`src/rtl/three_phase_pwm_gen.sv`:
```
// Three-phase PWM: free-running 8-bit carrier, shadowed duties, per-phase dead-time FSM, latched fault.
// Gate drives are registered; a fault blanks all six drives on the same edge it latches.
module three_phase_pwm_gen #(
  parameter int unsigned DEAD_TIME = 4
) (
  input  logic       clk,
  input  logic       rst,
  input  logic       en,
  input  logic [7:0] duty_a,
  input  logic [7:0] duty_b,
  input  logic [7:0] duty_c,
  input  logic       fault,
  input  logic       fault_clr,
  output logic       hi_a,
  output logic       lo_a,
  output logic       hi_b,
  output logic       lo_b,
  output logic       hi_c,
  output logic       lo_c,
  output logic       fault_latched,
  output logic       period_start
);

  typedef enum logic [1:0] {ST_DEAD, ST_HIGH, ST_LOW} state_e;

  localparam logic [3:0] DT_LAST = 4'(DEAD_TIME - 1);

  logic [7:0] cnt_q, cnt_d;
  logic [7:0] duty [3];
  logic [7:0] act_q [3];
  state_e     state_q [3];
  state_e     state_d [3];
  logic [3:0] dt_q [3];
  logic [3:0] dt_d [3];
  logic [2:0] raw;
  logic [2:0] raw_prev_q;
  logic [2:0] hi_q, lo_q;
  logic       fault_q, fault_d;
  logic       period_start_q;

  assign duty[0] = duty_a;
  assign duty[1] = duty_b;
  assign duty[2] = duty_c;

  always_comb begin
    cnt_d   = cnt_q + 8'd1;
    fault_d = fault ? 1'b1 : (fault_clr ? 1'b0 : fault_q);
    for (int i = 0; i < 3; i++) begin
      raw[i]     = en & ~fault_q & (cnt_q < act_q[i]);
      state_d[i] = state_q[i];
      dt_d[i]    = dt_q[i];
      case (state_q[i])
        ST_DEAD: begin
          // Any raw edge restarts the dead band; leave only after DEAD_TIME stable cycles.
          if (raw[i] != raw_prev_q[i]) begin
            dt_d[i] = 4'd0;
          end else if (dt_q[i] == DT_LAST) begin
            state_d[i] = raw[i] ? ST_HIGH : ST_LOW;
            dt_d[i]    = 4'd0;
          end else begin
            dt_d[i] = dt_q[i] + 4'd1;
          end
        end
        ST_HIGH: begin
          if (!raw[i]) begin
            state_d[i] = ST_DEAD;
            dt_d[i]    = 4'd0;
          end
        end
        ST_LOW: begin
          if (raw[i]) begin
            state_d[i] = ST_DEAD;
            dt_d[i]    = 4'd0;
          end
        end
        default: begin
          state_d[i] = ST_DEAD;
          dt_d[i]    = 4'd0;
        end
      endcase
    end
  end

  always_ff @(posedge clk) begin
    if (rst) begin
      cnt_q          <= 8'd0;
      fault_q        <= 1'b0;
      period_start_q <= 1'b0;
      raw_prev_q     <= 3'b000;
      hi_q           <= 3'b000;
      lo_q           <= 3'b000;
      for (int i = 0; i < 3; i++) begin
        act_q[i]   <= 8'd0;
        state_q[i] <= ST_DEAD;
        dt_q[i]    <= 4'd0;
      end
    end else begin
      cnt_q          <= cnt_d;
      fault_q        <= fault_d;
      period_start_q <= (cnt_d == 8'd0);
      raw_prev_q     <= raw;
      for (int i = 0; i < 3; i++) begin
        if (cnt_q == 8'hFF) begin
          act_q[i] <= duty[i];
        end
        state_q[i] <= state_d[i];
        dt_q[i]    <= dt_d[i];
        // Masking with the next fault value blanks the drives on the latching edge itself.
        hi_q[i]    <= (state_d[i] == ST_HIGH) & ~fault_d;
        lo_q[i]    <= (state_d[i] == ST_LOW) & ~fault_d;
      end
    end
  end

  assign hi_a          = hi_q[0];
  assign lo_a          = lo_q[0];
  assign hi_b          = hi_q[1];
  assign lo_b          = lo_q[1];
  assign hi_c          = hi_q[2];
  assign lo_c          = lo_q[2];
  assign fault_latched = fault_q;
  assign period_start  = period_start_q;

endmodule

```
`config.mk`:
```
export PLATFORM = sky130hd
export DESIGN_NAME = three_phase_pwm_gen
export DESIGN_NICKNAME = d
export VERILOG_FILES = /design/src/rtl/three_phase_pwm_gen.sv
export SDC_FILE = /design/constraint.sdc
export NUM_CORES = 1
export LEC_CHECK = 0
export ABC_AREA = 1
export CORE_MARGIN = 10
export CORE_UTILIZATION = 56
export CTS_CLUSTER_DIAMETER = 30
export DETAILED_ROUTE_END_ITERATION = 8
export PLACE_DENSITY = 0.92
export SYNTH_ARGS = -nofsm -noshare
export SYNTH_HDL_FRONTEND = slang
export SYNTH_SLANG_ARGS = --single-unit
```
`constraint.sdc`:
```
create_clock -name clk -period 2.6 [get_ports clk]
set_input_delay 0.52 -clock clk [delete_from_list [all_inputs] [get_ports clk]]
set_output_delay 0.52 -clock clk [all_outputs]
set_load 0.005 [all_outputs]
```
# Word-level counts from Yosys, hierarchy flattened
# Memory sizes are Yosys's and may differ from the RTL's.
# Index checks and enable logic that the tools add are counted.
# word_totals
ff_bits,19
ram_bits,42
in_bits,29
out_inout_bits,8
n_memories,3
# op_classes
n_addsub,4
n_lt_le_gt_ge,3
eq_ne,19
muxes,50
n_bitwise,21
n_reduce_logical,4
# memory_table
memory,depth,word_bits,rd,rd_ports_with_merged_regs,write_ports,line,text
act_q,3,8,3,0,3,30,logic [7:0] act_q [3];
dt_q,3,4,3,0,3,33,logic [3:0] dt_q [3];
state_q,3,2,3,0,3,31,state_e state_q [3];
# ops
op,n
two-way mux 4 bit,15
two-way mux 2 bit,18
one-hot mux 4 bit (3 select lines),3
less-than comparator 8 bit,3
two-way mux 8 bit,3
one-hot mux 2 bit (3 select lines),3
"adder 4 x 1 -> 4 bit, second input constant",3
"== test 2 x 1 -> 1 bit, second input constant",6
"== test 2 bit, second input constant",6
"== test 4 x 2 -> 1 bit, second input constant",3
bitwise AND 1 bit,10
OR 1 bit,9
"adder 8 x 1 -> 8 bit, second input constant",1
"== test 8 bit, second input constant",1
zero test 8 bit,1
two-way mux 1 bit,8
zero test 2 bit,3
!= test 1 bit,3
inverter 1 bit,2

# Longest topological paths before layout
# Gate-level depths: netlist (run 1).
# depth
word_depth,9
depth_mapped,15
mapped_depth_nobuf,15

# Least setup slack after synthesis (run 1)
# OpenSTA, ideal clock, no wires.
# synth_timing
path_kind,reg2reg
startpoint,reg cnt_q[1]
endpoint,mem act_q[0][0] (enable)
setup_time_ns,0.381
arrival_ns,1.598
slack_ns,0.621
path_stages_with_launch,8
path_buffers,0
period_less_slack_ns,1.979
cell_sequence,dfxtp_1 ha_1 nand2_1 nor2_1 nand3_1 nor2_1 nand2_1 nand2_1
# synth_lines
element,line,text
start: declaration,28,"logic [7:0] cnt_q, cnt_d;"
start signal: assignment,98,cnt_q <= cnt_d;
end: declaration,30,

==> qor.yml, run 1 <==
place:
  dp_hpwl_um: 4810
  place_area_sq_um: 3710
  place_congestion: 0.870
  dp.cells: 524
  port_buffers: 36
  pre_cts_ws_ns: 0.459
routing:
  drt.antenna.violating_nets: 0
  route.met3.wl_um: 498
  dr_wl_met2_um: 3090
  routedWlPerCell_um: 12.0
  wirelength_um: 6470
  detail_route.iter0.violations: 149
  firstDrtPassIters: 4
  drc_errors: 0
  drt-met1-wl_um: 2750
  vias: 2703
  vias_per_cell: 5.01
  top_layer: "met4"
sta:
  setup_viol: 0
  slew_headroom_pct: 68.1
  slew_violations: 0
  fmax_mhz: 516
  hold_viol_final: 0
  period_share_pct: 74.6
  rsz0062_at_grt: "false"
  period_needed_ns: 1.94
  hold_slack_ns: 0.496
  max_slew.worst_pin.slew_ns: 0.476
  tns_ns: 0
  setup_slack_ns: 0.660
  fin_skew_ns: 0.0115
yosys:
  syn-instance-count: 418
  ys_seq_area_share_pct: 44.8
  synthTopCellsByArea: "dfxtp_1, edfxtp_1, inv_1"
  syn_nets: 472
  synthDominantCellAreaShare_pct: 22.7
  synth.largest_area_cell: "dfxtp_1"
  ys_seq_elements: 61
  yosys_warnings: 0
  syn_avg_cell_area_sq_um: 7.80
  synth_area_sq_um: 3260
  yosys.cell_types.count: 27
die:
  placementRows: 27
  fp.coreArea_sq_um: 5570
  dieArea_sq_um: 9270
  die_height_um: 96.3
  die_w_um: 96.3
  boundaryPins: 37
  initial_core_util_pct: 58.5
worst_setup_path:
  crit_path_start_kind: "register"
  critPathRequiredTime_ns: 2.60
  end_kind: "register"
  critPathMaxFanout: 24
  critical_path_class: "register to register"
  crit_arrival_ns: 1.94
final_layout:
  seqCellArea_sq_um: 1460
  multi_input_area_sq_um: 1450
  nets: 517
  finish.utilization_pct: 69.6
  area_growth_syn_to_layout_pct: 19.0
  antenna_cells: 0
  fin_area_sq_um: 3880
  drive_gt1_share_pct: 8.76
  fill_cells: 444
  stdcell_count: 540
worst_hold_path:
  hold_path_class: "register to register"
clocking:
  cts_max_level: 3
  clock_latency_ns: 0.34
  path_clk_slew_ns: 0.07
  clk_path_buf_depth: 2
  postCtsHoldBufs: 0
  cts_tree: "yes"
  cts_resized: 0
  post_cts_buffers: 0
  numCtsBuffers: 9
  cts-root-buf: "clkbuf_8"
  clkSinkCount: 61
run_status:
  outcome: "finished clean"
grt:
  grt-ovfl-total: 0
  grt_pass1_vias: 2665
  antenna_found_initial: 0
  grt_usage_pct: 14.7
  grt_max_degree: 31
  grt_pass1_wl_um: 10800
pwr:
  cellPowerDensity_nw_per_um2: 535
  leakagePower_nw: 1.85
  p_total_mw: 2.08
  peakVddDrop_uv: 354
flow_run:
  drv_cap: 0
[layout by cell type, fill, tap and decap left out, drive strengths merged]
cell type and instances:
inv 88, nand2 86, nor2 67, dfxtp 37, clkdlybuf4s50 36, nand3 36
ha 25, edfxtp 24, a21oi 23, o21ai 12, clkbuf 11, xor2 7
nand4 5, clkinv 4, buf 3, a21o 1, and3 1, xnor2 1
nor3 1
[flip-flops by register name (all words and copies together) (netlist names)]
name and flops:
raw_prev_q 3, period_start 1, dt_q 12, fault_latched 1
act_q 24, lo_q 3, state_q 6, hi_q 3
cnt_q 8
[final cells by class]
cell class	count	share of cell area, %
sequential	61	37.7
multi-input combinational	265	37.4
timing repair buffer	39	9.87
inverter	87	8.42
clock buffer	11	3.65
tap	72	2.32
clock inverter	5	0.677
[routing by layer]
layer | vias up | global-route usage [%]
li1 | 1397 | -
met1 | 1200 | 16.0
met2 | 93 | 24.8
met3 | 13 | 5.14
met4 | 0 | 7.87
met5 | - | 0
[power by group]
part	internal [mW]	switching, mW
clock network	0.366	0.366
logic	0.122	0.158
registers	1.03	0.0324
[worst max-delay path, stage by stage, from the launching register on]
cell	delay, ns
dfxtp_1	0.44
ha_1	0.20
nand2_1	0.10
nor2_1	0.18
nand3_1	0.13
nor2_1	0.15
nand2_1	0.06
nand2_1	0.06
buf_4	0.30
[cell families (layout without fill, tap and decap cells)]
| logic type | Yosys count | in the layout | synth area share [%] |
|---|---|---|---|
| AOI/OAI and AO/OA | 36 | 36 | 5.95 |
| DFF | 61 | 61 | 44.8 |
| adders and majority gates | 25 | 25 | 9.60 |
| and+or+nand+nor | 196 | 196 | 26.8 |
| xor gates and xnor gates | 8 | 8 | 2.15 |
| buffers and inverters | 92 | 142 | 10.7 |
[cells in the mapped netlist]
cell,count
edfxtp_1,24
o21ai_1,2
a21o_1,1
buf_2,2
and3_1,1
nor2_8,1
nor2_4,2
nand2_4,1
nor2_2,3
a21oi_1,20
nand3_1,34
inv_1,84
o21ai_0,10
nand2_1,77
ha_1,25
nand2_2,8
xnor2_1,1
dfxtp_1,37
nor3_1,1
a21oi_2,3
buf_1,1
clkbuf_1,2
nor2_1,61
nand4_1,5
xor2_1,7
nand3_2,2
inv_2,3
[final timing paths]
| path | startpoint | end | slack (ns) | cells after the start |
|---|---|---|---|---|
| setup / recovery | cnt_q[1] | act_q[0][6] | 0.66 | 8 |
| hold reg to reg | dt_q[0][4] | dt_q[0][4] | 0.50 | 2 |
| setup reg to reg | cnt_q[1] | act_q[0][6] | 0.66 | 8 |
| hold / removal | dt_q[0][4] | dt_q[0][4] | 0.50 | 2 |
Power figures use the tool's default switching activity.
==> run 2: changes to the inputs <==
--- a/config.mk
+++ b/config.mk
@@ -7,10 +7,10 @@
 export LEC_CHECK = 0
 export ABC_AREA = 1
 export CORE_MARGIN = 10
-export CORE_UTILIZATION = 56
+export CORE_UTILIZATION = 51
 export CTS_CLUSTER_DIAMETER = 30
 export DETAILED_ROUTE_END_ITERATION = 8
-export PLACE_DENSITY = 0.92
+export PLACE_DENSITY = 0.88
 export SYNTH_ARGS = -nofsm -noshare
 export SYNTH_HDL_FRONTEND = slang
 export SYNTH_SLANG_ARGS = --single-unit
==> constraint.sdc (replaced) <==
create_clock -name clk -period 1.65 [get_ports clk]
set_input_delay 0.33 -clock clk [delete_from_list [all_inputs] [get_ports clk]]
set_output_delay 0.33 -clock clk [all_outputs]
set_load 0.005 [all_outputs]
==> qor.yml, run 2 (synthesis gave the netlist of run 1 again) <==
final_layout:
  fin_area_sq_um: 4490
  antenna_cells: 0
  drive_gt1_share_pct: 25.4
  largest_reg_flops: 24
  largestRegisters: "act_q x24, dt_q x12, cnt_q x8"
  nets: 546
  area_growth_syn_to_layout_pct: 37.7
  layout_common_cells: "inv_1, nand2_1, nor2_1"
  final_common_cell: "inv_1"
  fill_cells: 430
  top_register: "act_q"
worst_setup_path:
  critPathRequiredTime_ns: 1.93
  crit_arrival_ns: 2.15
  end_kind: "register"
  reg2reg_slack_ns: -0.22
  crit_path_start_kind: "register"
  crit_start: "cnt_q[6]"
  critical_path_class: "register to register"
  rr_startpoint: "cnt_q[6]"
  critPathMaxFanout: 4
die:
  dieArea_sq_um: 9990
  boundaryPins: 37
  initial_core_util_pct: 51.9
  die_w_um: 99.9
  placementRows: 29
  die_height_um: 99.9
  fp.coreArea_sq_um: 6280
place:
  port_buffers: 36
  place_congestion: 0.796
  place_area_sq_um: 3880
  dp_hpwl_um: 5300
clocking:
  path_clk_slew_ns: 0.07
  cts_tree: "yes"
  cts-root-buf: "clkbuf_8"
  clock_latency_ns: 0.34
  numCtsBuffers: 9
  clk_path_buf_depth: 2
  cts_max_level: 3
  postCtsHoldBufs: 0
  clkSinkCount: 61
grt:
  grt_pass1_wl_um: 12700
  grt_pass1_vias: 3064
  grt-ovfl-total: 0
  antenna_found_initial: 0
  grt_max_degree: 25
  grt_usage_pct: 15.6
routing:
  drc_errors: 0
  vias: 2981
  wirelength_um: 8440
  routedWlPerCell_um: 14.7
  drt.antenna.violating_nets: 0
  detail_route.iter0.violations: 153
  vias_per_cell: 5.19
  firstDrtPassIters: 4
run_status:
  outcome: "finished, violations left"
  violations: "negative setup slack"
flow_run:
  drv_cap: 0
sta:
  slew_headroom_pct: 68.7
  tns_ns: -3.06
  hold_slack_ns: 0.495
  slew_violations: 0
  period_needed_ns: 1.87
  setup_viol: 25
  hold_viol_final: 0
  setup_slack_ns: -0.220
  fin_skew_ns: 0.0108
  rsz0062_at_grt: "true"
  fmax_mhz: 535
  max_slew.worst_pin.slew_ns: 0.468
  period_share_pct: 113
worst_hold_path:
  hold_path_class: "register to register"
  min-delay-start: "dt_q[0][4]"
pwr:
  peakVddDrop_uv: 530
  leakagePower_nw: 2.07
  cellPowerDensity_nw_per_um2: 806
==> run 2: cell types whose count changed in the layout (fill, tap and decap cells not counted), sizes merged <==
cell / change
buf: +28
clkbuf: +3
clkinv: -1
inv: -1
==> run 2: metrics by stage <==
step                      utilization, %  power (mW)  instances  worst slack [ns]
after floorplan                        -        1.99        418            0.0121
after global placement              61.8        2.15        546            -0.249
after detailed placement            61.8        2.17        546            -0.331
after CTS                           68.2        3.54        567            -0.104
after global routing                71.5        3.77        574            -0.338
final                               71.5        3.62        574            -0.220
==> run 2: repair_timing <==
item / CTS / global route
setup buffers: 5 / 6
setup endpoints to repair: 73 / 67
gates cloned: 0 / 1
pin swaps: 22 / 22
gates resized for setup: 41 / 33
hold endpoints to repair: 0 / 0
==> run 2: power by group <==
group / switching (mW) / internal, mW
registers: 0.0561 / 1.63
logic: 0.318 / 0.280
clock network: 0.585 / 0.752
total: 0.960 / 2.66
==> run 2: worst paths after layout <==
kind | endpoint | cells after the start
setup / recovery | hi_q[1] | 11
hold / removal | dt_q[0][4] | 2
setup reg to reg | hi_q[1] | 11
hold reg to reg | dt_q[0][4] | 2
==> run 2: critical path, cell delays in order (launching register included) <==
cell	delay, ns
dfxtp_2	0.46
ha_4	0.25
a21o_1	0.21
a21oi_4	0.19
nand2_2	0.10
inv_2	0.09
nand2_2	0.06
nand2_1	0.09
nand2_1	0.10
nand2_1	0.08
nand3_1	0.08
nor2_1	0.10
==> run 2: layout make-up <==
| class | instances | area (sq um) | share of cell area [%] |
|---|---|---|---|
| Sequential cell | 61 | 1480 | 32.9 |
| Multi-Input combinational cell | 265 | 1730 | 38.6 |
| Clock inverter | 3 | 15.0 | 0.335 |
| Clock buffer | 13 | 190 | 4.24 |
| Tap cell | 77 | 96.3 | 2.15 |
| Timing Repair Buffer | 68 | 651 | 14.5 |
| Inverter | 87 | 327 | 7.28 |
==> run 2: per-layer routing <==
metal  share of wire, %  routed length, um  vias to the layer above  track usage (%)
li1                   -                  -                     1455                -
met1                 37               3130                     1401             14.6
met2                 54               4580                       93             29.6
met3                4.7                398                       32             4.19
met4                3.9                328                        0             9.15
met5                  0                  0                        -                0
==> run 3: changes to the inputs <==
--- a/config.mk
+++ b/config.mk
@@ -7,10 +7,11 @@
 export LEC_CHECK = 0
 export ABC_AREA = 1
 export CORE_MARGIN = 10
-export CORE_UTILIZATION = 51
+export CORE_UTILIZATION = 56
 export CTS_CLUSTER_DIAMETER = 30
+export CTS_CLUSTER_SIZE = 30
 export DETAILED_ROUTE_END_ITERATION = 8
-export PLACE_DENSITY = 0.88
+export PLACE_DENSITY = 0.92
 export SYNTH_ARGS = -nofsm -noshare
 export SYNTH_HDL_FRONTEND = slang
 export SYNTH_SLANG_ARGS = --single-unit
==> constraint.sdc (replaced) <==
create_clock -name clk -period 1.8 [get_ports clk]
set_input_delay 0.36 -clock clk [delete_from_list [all_inputs] [get_ports clk]]
set_output_delay 0.36 -clock clk [all_outputs]
set_load 0.005 [all_outputs]
==> qor.yml, run 3 (synthesis gave the netlist of run 1 again) <==
worst_setup_path:
  slowest_delay_ns: 0.34
  crit_arrival_ns: 2.17
  crit_top_cell: "nand2_1"
  r2r_cells: 14
  rr_startpoint: "cnt_q[1]"
  cpLargestDelayFamily: "simple AND/OR/NAND/NOR gates"
  critPathRequiredTime_ns: 2.09
  crit_end: "hi_q[1]"
  cp_slowest_cell: "dfxtp_2"
  end_kind: "register"
  crit_start: "cnt_q[1]"
  r2r_end: "hi_q[1]"
  critical_path_class: "register to register"
  crit_path_start_kind: "register"
  critPathBufInv: 1
  crit_cells: 14
  crit_chain: "buf_6 > ha_4 > nand2_2 > nand2_1 > nand2_1 > nand2_2 > nand2_4 > nand3_2 > nand2_2 > nor2_4 > nand2_1 > nand2_1 > nand3_1 > nor2_1"
  critPathMaxFanout: 6
  reg2reg_slack_ns: -0.08
grt:
  grt-ovfl-total: 0
  grt_usage_pct: 15.7
  grt_pass1_wl_um: 11500
  grt_pass1_vias: 2654
  antenna_found_initial: 0
  grt_max_degree: 31
run_status:
  outcome: "finished, violations left"
  violations: "negative setup slack"
final_layout:
  fin_area_sq_um: 4430
  area_growth_syn_to_layout_pct: 35.9
  layout_common_cells: "inv_1, nand2_1, nor2_1"
  drive_gt1_share_pct: 24.4
  multi_input_area_sq_um: 1760
  top_register: "act_q"
  fill_cells: 331
  largestRegisters: "act_q x24, dt_q x12, cnt_q x8"
  seqCellArea_sq_um: 1480
  largest_reg_flops: 24
  antenna_cells: 0
  nets: 533
  stdcell_count: 556
  final_common_cell: "inv_1"
sta:
  setup_viol: 28
  slew_violations: 0
  period_share_pct: 104
  rsz0062_at_grt: "true"
  fmax_mhz: 532
  setup_slack_ns: -0.0788
  hold_viol_final: 0
  max_slew.worst_pin.slew_ns: 0.426
  hold_slack_ns: 0.486
  slew_headroom_pct: 71.5
  period_needed_ns: 1.88
  fin_skew_ns: 0.00968
pwr:
  cellPowerDensity_nw_per_um2: 777
  p_total_mw: 3.44
  peakVddDrop_uv: 605
  leakagePower_nw: 2.02
die:
  die_height_um: 96.3
  placementRows: 27
  dieArea_sq_um: 9270
  initial_core_util_pct: 58.5
  fp.coreArea_sq_um: 5570
  boundaryPins: 37
  die_w_um: 96.3
clocking:
  cts_max_level: 3
  clock_latency_ns: 0.35
  numCtsBuffers: 9
  postCtsHoldBufs: 0
  clkSinkCount: 61
  cts_tree: "yes"
  path_clk_slew_ns: 0.07
  cts-root-buf: "clkbuf_8"
  clk_path_buf_depth: 2
place:
  place_area_sq_um: 3800
  dp_hpwl_um: 5080
  dp.cells: 532
  place_congestion: 0.863
  port_buffers: 36
worst_hold_path:
  hold_path_class: "register to register"
routing:
  firstDrtPassIters: 5
  wirelength_um: 8870
  drc_errors: 0
  vias_per_cell: 5.33
  detail_route.iter0.violations: 286
  drt.antenna.violating_nets: 0
  vias: 2962
  routedWlPerCell_um: 15.9
flow_run:
  drv_cap: 0
## run 3: cell types whose count changed in the layout (fill, tap and decap cells not counted), moves of 3 or more
cell     change
buf_4       -15
nand2_1      -3
nand2_4      +3
nor2_2       +3
## run 3: what timing repair did
item	CTS	global route
endpoints found under the setup margin	33	53
setup buffers	0	7
gates resized for setup	13	68
cloned	0	2
pin swaps	3	30
endpoints found under the hold margin	0	0
## run 3: worst min-delay path: cells and delay by family, from the launching register on
kind | cells | cell delay, ns
buf+inv | 1 | 0.06
flops | 1 | 0.34
compound gates | 1 | 0.05
## run 3: power breakdown
group / switching [mW] / internal (mW) / total (mW)
Sequential: 0.0498 / 1.49 / 1.54
Clock: 0.558 / 0.795 / 1.35
Combinational: 0.305 / 0.246 / 0.551
## run 3: cell type report
| type | count | share of cell area [%] |
|---|---|---|
| multi-input combinational | 265 | 39.7 |
| sequential | 61 | 33.3 |
| timing repair buffer | 55 | 12.7 |
| inverter | 87 | 7.37 |
| clock buffer | 13 | 4.07 |
| tap | 72 | 2.03 |
| clock inverter | 3 | 0.904 |
## run 3: per-layer routing
metal  wire length, um  share of wire [%]  GRT usage [%]  vias to the layer above
li1                  -                  -              -                     1432
met1              3430                 39           17.3                     1346
met2              4480                 51           27.4                      139
met3               567                6.4           5.14                       45
met4               386                4.4           6.42                        0
met5                 0                  0              0                        -
## run 3: worst min path at each step
stage | startpoint | endpoint | slack, ns | depth (start not counted)
global placement | cnt_q[0] | cnt_q[0] | 0.45 | 1
detailed placement | dt_q[0][4] | dt_q[0][4] | 0.48 | 2
floorplan | cnt_q[0] | cnt_q[0] | 0.44 | 1
CTS | dt_q[0][4] | dt_q[0][4] | 0.49 | 2
finish | dt_q[0][0] | dt_q[0][0] | 0.49 | 2
global route | cnt_q[0] | cnt_q[0] | 0.52 | 1
## run 3: metrics by stage
step | TNS (ns) | utilization, % | setup slack [ns]
2_1_floorplan | 0 | - | 0.0418
3_3_place_gp | -1.62 | 68.1 | -0.115
3_5_place_dp | -2.72 | 68.1 | -0.148
4_1_cts | 0 | 72.6 | 0.00570
5_1_grt | -2.98 | 79.5 | -0.192
6_report | -0.711 | 79.5 | -0.0788
